### src/rtl/alu_hazard_controller_pkg.sv
// Shared types and constants for the ALU hazard controller.
//   REG_ADDR_W    : architectural register index width (8 registers)
//   FWD_*         : operand source select encoding driven to the ALU muxes
//   pipe_entry_t  : producer tracked while it sits in EX
//   prod_entry_t  : producer tracked while it sits in MEM; the load flag is
//                   dropped because a load's data exists once it leaves MEM
package alu_hazard_controller_pkg;

  localparam int REG_ADDR_W = 3;

  localparam logic [1:0] FWD_REGFILE = 2'd0;
  localparam logic [1:0] FWD_EXMEM   = 2'd1;
  localparam logic [1:0] FWD_MEMWB   = 2'd2;

  typedef struct packed {
    logic                  valid;
    logic                  wr_en;
    logic [REG_ADDR_W-1:0] dest;
    logic                  is_load;
  } pipe_entry_t;

  typedef struct packed {
    logic                  valid;
    logic                  wr_en;
    logic [REG_ADDR_W-1:0] dest;
  } prod_entry_t;

endpackage

### src/rtl/alu_hazard_controller_fwd_compare.sv
// Per-operand producer comparison for the hazard controller.
//   src       : source register index read by the ID instruction
//   use_src   : ID instruction actually reads src
//   ex_entry  : producer currently in EX
//   mem_entry : producer currently in MEM
//   sel       : forwarding select (youngest matching producer wins)
//   load_hit  : the EX producer matches and is a load (data not ready yet)
module hazard_fwd_compare
  import alu_hazard_controller_pkg::*;
(
  input  logic [REG_ADDR_W-1:0] src,
  input  logic                  use_src,
  input  pipe_entry_t           ex_entry,
  input  prod_entry_t           mem_entry,
  output logic [1:0]            sel,
  output logic                  load_hit
);

  logic ex_match;
  logic mem_match;

  assign ex_match  = use_src & ex_entry.valid & ex_entry.wr_en
                   & (ex_entry.dest == src);
  assign mem_match = use_src & mem_entry.valid & mem_entry.wr_en
                   & (mem_entry.dest == src);
  assign load_hit  = ex_match & ex_entry.is_load;

  // A producer in WB needs no select: the register file writes before it is read.
  assign sel = ex_match  ? FWD_EXMEM :
               mem_match ? FWD_MEMWB : FWD_REGFILE;

endmodule

### src/rtl/alu_hazard_controller.sv
// Operand-delivery controller for the 16-bit ALU stage.
//   clk, rst       : clock, asynchronous active-high reset
//   id_*           : instruction presented in the decode stage
//   flush          : taken branch resolved in EX; kill the ID instruction
//   stall          : combinational load-use stall (hold IF/ID, bubble into EX)
//   ex_valid       : instruction now in EX is real
//   ex_fwd_sel1/2  : registered operand source selects for the EX instruction
//   stall_count    : saturating count of stall cycles
// A producer that has reached WB is covered by register-file write-before-read,
// so only the EX and MEM producers are held for comparison.
module alu_hazard_controller #(
  parameter int REG_ADDR_W = alu_hazard_controller_pkg::REG_ADDR_W,
  parameter int CNT_W      = 16
) (
  input  logic                  clk,
  input  logic                  rst,
  input  logic                  id_valid,
  input  logic [REG_ADDR_W-1:0] id_src1,
  input  logic [REG_ADDR_W-1:0] id_src2,
  input  logic                  id_use_src1,
  input  logic                  id_use_src2,
  input  logic                  id_wr_en,
  input  logic [REG_ADDR_W-1:0] id_dest,
  input  logic                  id_is_load,
  input  logic                  flush,
  output logic                  stall,
  output logic                  ex_valid,
  output logic [1:0]            ex_fwd_sel1,
  output logic [1:0]            ex_fwd_sel2,
  output logic [CNT_W-1:0]      stall_count
);

  import alu_hazard_controller_pkg::*;

  pipe_entry_t ex_q;
  prod_entry_t mem_q;
  pipe_entry_t ex_d;
  logic [1:0]  sel1_c, sel2_c;
  logic [1:0]  sel1_d, sel2_d;
  logic        hit1, hit2;

  hazard_fwd_compare u_cmp1 (
    .src       (id_src1),
    .use_src   (id_use_src1),
    .ex_entry  (ex_q),
    .mem_entry (mem_q),
    .sel       (sel1_c),
    .load_hit  (hit1)
  );

  hazard_fwd_compare u_cmp2 (
    .src       (id_src2),
    .use_src   (id_use_src2),
    .ex_entry  (ex_q),
    .mem_entry (mem_q),
    .sel       (sel2_c),
    .load_hit  (hit2)
  );

  always_comb begin
    // NOTE: every output of this block gets a default first, so no path
    // through the if leaves a value unassigned and no latch is inferred.
    stall  = id_valid & ~flush & (hit1 | hit2);
    ex_d   = '0;
    sel1_d = FWD_REGFILE;
    sel2_d = FWD_REGFILE;
    // Flush and stall both send a bubble; flush also masks the stall above.
    if (!flush && !stall) begin
      ex_d   = '{valid: id_valid, wr_en: id_wr_en, dest: id_dest, is_load: id_is_load};
      sel1_d = sel1_c;
      sel2_d = sel2_c;
    end
  end

  // NOTE: state registers use non-blocking assignments so every flop samples
  // the pre-edge values, making mem_q take the old ex_q rather than ex_d.
  always_ff @(posedge clk or posedge rst) begin
    if (rst) begin
      ex_q        <= '0;
      mem_q       <= '0;
      ex_fwd_sel1 <= FWD_REGFILE;
      ex_fwd_sel2 <= FWD_REGFILE;
      stall_count <= '0;
    end else begin
      mem_q       <= '{valid: ex_q.valid, wr_en: ex_q.wr_en, dest: ex_q.dest};
      ex_q        <= ex_d;
      ex_fwd_sel1 <= sel1_d;
      ex_fwd_sel2 <= sel2_d;
      if (stall && (stall_count != '1)) begin
        stall_count <= stall_count + CNT_W'(1);
      end
    end
  end

  assign ex_valid = ex_q.valid;

endmodule

### config.mk
export PLATFORM = sky130hd
export DESIGN_NAME = alu_hazard_controller
export DESIGN_NICKNAME = d
export VERILOG_FILES = /design/src/rtl/alu_hazard_controller_pkg.sv /design/src/rtl/alu_hazard_controller_fwd_compare.sv /design/src/rtl/alu_hazard_controller.sv
export SDC_FILE = /design/constraint.sdc
export NUM_CORES = 1
export LEC_CHECK = 0
export ABC_AREA = 1
export CORE_ASPECT_RATIO = 1.2
export CORE_MARGIN = 4
export CORE_UTILIZATION = 51
export CTS_CLUSTER_DIAMETER = 150
export DETAILED_ROUTE_END_ITERATION = 10
export GPL_TIMING_DRIVEN = 0
export PLACE_DENSITY = 0.84
export REMOVE_ABC_BUFFERS = 1
export SLEW_MARGIN = 20
export SYNTH_ARGS = -nofsm -noshare
export SYNTH_HDL_FRONTEND = slang
export SYNTH_HIERARCHICAL = 1
export SYNTH_SLANG_ARGS = --single-unit
### constraint.sdc
create_clock -name clk -period 1.8 [get_ports clk]
set_input_delay 0.36 -clock clk [delete_from_list [all_inputs] [get_ports clk]]
set_output_delay 0.36 -clock clk [all_outputs]
set_load 0.02 [all_outputs]
# Word-level counts from Yosys, hierarchy flattened
# Cells that the tools add are included.
# word_totals
register_bits	31
output_inout_bits	22
# op_classes
bitwise	18
n_eq_ne	5
n_reduce_logical	4
n_addsub	1
muxes	7
# ops
operator	count
$add 16x1->16 const B	1
$and 1x1->1	16
$ne 16x16->1 const B	1
$eq 3x3->1	4
$mux 2	6
$mux 6	1
$logic_and 1x1->1	2
$logic_not 1->1	2
$not 1->1	1
$or 1x1->1	1

# Longest topological paths before layout
# depth
word_depth	9
depth_mapped	13

# Hierarchy
# Netlist, hierarchy kept.
# modules_own_cells
mod	area_each_um2	cells_each	instances	seq_area_each_um2
alu_hazard_controller	1527.7	190	1	775.7
hazard_fwd_compare	167.7	37	2	0.0

# Least setup slack after synthesis
# No wires, ideal clock.
# synth_timing
path_type	flip-flop to flip-flop
from	register ex_q, in the netlist ex_valid
to	register stall_count[7]
arrival_time_ns	1.746
slack_ns	-0.011
required_ns	1.735
path_stages_with_launch	12
cell_sequence	dfrtp_1 -> nand3_1 -> nor2_1 -> nand3_1 -> nor2_1 -> nor2_1 -> nor2_2 -> inv_1 -> nor2_2 -> buf_6 -> nand2_1 -> nand2_1
# synth_between
elab_chain_len	7
# synth_rtl
element	line	source
start, declared	alu_hazard_controller.sv:35	pipe_entry_t ex_q;
start signal, assigned	alu_hazard_controller.sv:79	ex_q <= '0;
start signal, assigned	alu_hazard_controller.sv:86	ex_q <= ex_d;
$and 1x1->1 (2 in a row)	alu_hazard_controller_fwd_compare.sv:22	assign ex_match = use_src & ex_entry.valid & ex_entry.wr_en
$and 1x1->1	alu_hazard_controller_fwd_compare.sv:23	& (ex_entry.dest == src);
$and 1x1->1	alu_hazard_controller_fwd_compare.sv:26	assign load_hit = ex_match & ex_entry.is_load;
named net hit2	alu_hazard_controller.sv:40	logic hit1, hit2;
$or 1x1->1	alu_hazard_controller.sv:63	stall = id_valid & ~flush & (hit1 | hit2);
$and 1x1->1	alu_hazard_controller.sv:63	
named net stall	alu_hazard_controller.sv:26	output logic stall,
$logic_and 1x1->1	alu_hazard_controller.sv:89	if (stall && (stall_count != '1)) begin
end signal, assigned	alu_hazard_controller.sv:90	stall_count <= stall_count + CNT_W'(1);
end, declared	alu_hazard_controller.sv:30	output logic [CNT_W-1:0] stall_count
# The timed path passes the listed nets, and every way through them passes these cells.
# A chain may end at the register's enable or synchronous reset.

# Worst setup path after layout
# layout_timing
from	register ex_q[3] (netlist name)
to	output port stall
# layout_between
elab_chain_len	5
# layout_rtl
element	line
$eq 3x3->1	alu_hazard_controller_fwd_compare.sv:23
$and 1x1->1	alu_hazard_controller_fwd_compare.sv:23
$and 1x1->1	alu_hazard_controller_fwd_compare.sv:26
named net hit2	alu_hazard_controller.sv:40
$or 1x1->1	alu_hazard_controller.sv:63
$and 1x1->1	alu_hazard_controller.sv:63
end, declared	alu_hazard_controller.sv:26
# The timed path passes the listed nets, and every way through them passes these cells.

==> results.md <==
- The initial antenna violation count is 0.
- The total power density per cell area is 582 mW/mm^2.
- The shortest clock period the worst path allows after layout is 1870 ps.
- The core footprint is 0.00342 sq mm.
- The checks that failed: setup timing.
- The number of search-and-repair iterations in the first detailed-routing pass is 4.
- The worst clock skew is between 4 and 5 ps.
- Timing analysis after detailed placement gives a worst setup slack of -886 ps.
- After technology mapping, the gate count stands at 264.
- By startpoint and endpoint, the worst setup path is classified as reg2out.
- The first global-routing pass estimated roughly 7200 um of wire.
- After legalization and detailed placement, the total HPWL measured between 2000 and 3000 um.
- Setup violations remaining at the end of the flow were counted as 1.
- The repair_antennas step left the layout with diodes totalling 0.
- The top fanout value on the critical path is 5.
- The share of layout cells above drive strength 1 is 0.140.
- The vertical extent of the die is 74.2 um.
- The number of nets with antenna violations after routing is 0.
- The Yosys step of the flow raised 6 warnings.
- The detail-routed net length per standard cell is 12.2 um.
- The largest net degree at the start of global routing is 32.
- The dominant delay contributor by cell family on the critical path is simple AND/OR/NAND/NOR gates.
- Yosys mapped the design onto 21 distinct sky130hd cell types.
- The tree is rooted in a clkbuf_8.
- The final worst-path setup slack is -73.0 ps.
- Of the synthesized area, sequential elements account for 0.416.
- In this design, the critical path's most frequently occurring cell is nor2_1.
- The leakage dissipation is 1.20 nW.
- The library cell used most frequently in the layout, excluding fill and tap cells, is nand2_1.
- The number of slew-limit violations in the final report is 0.
- The count of non-filler cells in the finished layout is approximately 340.
- The final routed DRC violation total is 0.
- The min-delay analysis places its worst path in the category reg2reg.
- The number of hold-repair buffers added at the cts stage is 0.
- After detailed placement, the design holds a cell count of around 340.
- The worst hold slack is 438 ps.
- The synthesized flop and latch total is 31.
- The number of global-route vias before repair was 1639.
- STA puts the critical path data arrival time at approximately 1500 ps.
- The detailed router finished its first iteration with 90 violations.
- Max-cap violations in this run came to 0.
- The data required time of the worst path is between 1000 and 1500 ps.
- The final period utilization is 1.04.
- In this design, the stage delay of the slowest critical-path cell is 400 ps.
- The total wire length is 4190 um.
- The net count of the finished layout is approximately 330.
- The nature of the critical path startpoint is a flop.
- The initial core utilization is 0.544.
- The placer's final routability congestion estimate is ~0.83.
- After detailed routing, the number of vias per cell comes to 4.99.
- At the pin with the least slew margin, the transition time is 637 ps.
- The end-of-flow core utilization is 0.701.
- The number of endpoints with negative hold slack in the final report is 0.
- 39 I/O pins were placed.
- The critical path runs through a total of 9 cells.
- The critical path goes through inv_1, nand2_1, nand2_1, nor2_1, nand3_1, nor2_1, nor2_1, nor2_4, buf_6.
- The floorplan step defined a die boundary enclosing 0.00469 sq mm.
- The total buffers and inverters traversed by the critical path is 2.
- TritonCTS created 5 clock buffers.
- Derived from the worst setup path, the maximum achievable clock frequency is around 530 MHz.
- VDD sags by at most 0.000426 V.
- The total number of vias is ~1700.
- In the global route stage, overall resource usage came out at 0.198.
- The maximum buffer depth of the clock tree is 2.
- Counting instances, the worst hold path has a depth of 0.
- The sort of element at the end of the critical path is an output port.
- The worst slew margin relative to its limit is 0.575.
- The netlist area before placement is around 0.0019 sq mm.
- The number of core rows is 23.
- Setup total negative slack on the finished layout was measured at -73.0 ps.
- The run finished, with violations left.
- Input and output buffers added on the ports amount to 38.
- In the layout the commonest cells are 103 x nand2_1, 33 x nor2_1, 30 x inv_1, 30 x dfrtp_1, 24 x clkdlybuf4s50_1.
- The number of clock sinks seen by CTS is 31.
- The horizontal die dimension is ~63 um.
- Clock latency on the worst-skew pair, taken at its later pin, is 280 ps.
- TritonCTS built the clock tree.
- The number of cells traversed by the worst register-to-register path is 14.
- Among all stages on the critical path, the largest delay is contributed by dfrtp_2.
- The depth of the CTS H-tree is 2.
- The mean area per synthesized cell is between 7 and 8 sq um.
- The post-CTS clock slew at the launch and capture registers of the worst setup and hold paths is 70 ps.
- Setup repair after global routing could not meet its margin everywhere.
- Relative to the synthesized area, the layout overhead comes to 28.9%.
- Summed over all layers, the global routing overflow is 0.
-- power by group --
part	internal, mW	switching [mW]
Clock	0.299	0.254
Combinational	0.0537	0.0661
Sequential	0.711	0.0149
Total	1.06	0.335
-- registers in the layout (all words and copies together) (netlist names) --
register	flops
ex_fwd_sel2	2
mem_q	5
ex_q	5
stall_count	16
ex_fwd_sel1	2
ex_valid	1
-- cell families (layout without fill, tap and decap cells) --
family | count (synthesis) | in the layout | share of synthesized area
flip-flops | 31 | 31 | 0.416
XOR/XNOR | 11 | 11 | 0.0517
buffers and inverters | 42 | 84 | 0.0974
AND/OR/NAND/NOR | 177 | 178 | 0.418
AO/OA/AOI/OAI | 2 | 2 | 0.00940
adder cells (fa/ha/maj) | 1 | 1 | 0.00671
-- path summary, 6_finish.rpt --
kind	startpoint	to	slack [ps]
worst max-delay path	ex_q[3]$_DFF_PP0_	stall	-70
worst min-delay path	ex_q[1]$_DFF_PP0_	mem_q[0]$_DFF_PP0_	440
worst max register to register	ex_q[3]$_DFF_PP0_	stall_count[15]$_DFFE_PP0P_	50
worst min register to register	ex_q[1]$_DFF_PP0_	mem_q[0]$_DFF_PP0_	440
max in group asynchronous	rst	ex_q[3]$_DFF_PP0_	870
min in group asynchronous	rst	stall_count[5]$_DFFE_PP0P_	480
-- synth_stat cells, drive strengths merged --
| cell | number | area [sq um] |
|---|---|---|
| nand2 | 108 | 418 |
| nor2 | 46 | 205 |
| inv | 36 | 135 |
| dfrtp | 31 | 776 |
| nand3 | 15 | 87.6 |
| xnor2 | 8 | 70.1 |
| nand4 | 5 | 46.3 |
| buf | 4 | 37.5 |
| nand3b | 3 | 22.5 |
| xor2 | 3 | 26.3 |
| a21oi | 2 | 17.5 |
| clkinv | 2 | 8.75 |
| ha | 1 | 12.5 |
-- area by class of cell --
class / instances / area (sq um)
fill: 295 / 1020
multi-input combinational: 192 / 960
sequential: 31 / 777
timing repair buffer: 39 / 388
inverter: 38 / 144
clock buffer: 6 / 82.6
tap: 37 / 46.3
clock inverter: 1 / 5.00
-- repair_timing --
action	CTS	global route
gates cloned	0	1
pin swaps	2	1
setup buffers	1	0
resized for setup	20	11
setup endpoints to repair	27	30
-- worst register-to-register path, stage by stage (launching register included) --
cell,delay [ps]
dfrtp_2,400
inv_1,50
nand2_1,70
nand2_1,60
nor2_1,140
nand3_1,80
nor2_1,90
nor2_1,70
nor2_4,130
buf_4,180
nand3_1,90
nor2_2,120
nand2_1,60
nand2_1,50
nand2_1,40
-- layer usage --
layer  vias up  share of wire  GRT usage
li1        872              -          -
met5         -              0          0
met1       785           0.42      0.223
met2        51           0.51      0.356
met3         7          0.054     0.0378
met4         0          0.016      0.110
-- metrics by stage --
stage | total power, mW | cell area [sq um]
CTS | 1.42 | 2360
global placement | 0.856 | 2250
global route | 1.46 | 2400
floorplan | 0.798 | 1830
finish | 1.40 | 2400
detailed placement | 0.860 | 2250
Note: power is estimated with default switching activity, not from simulation.
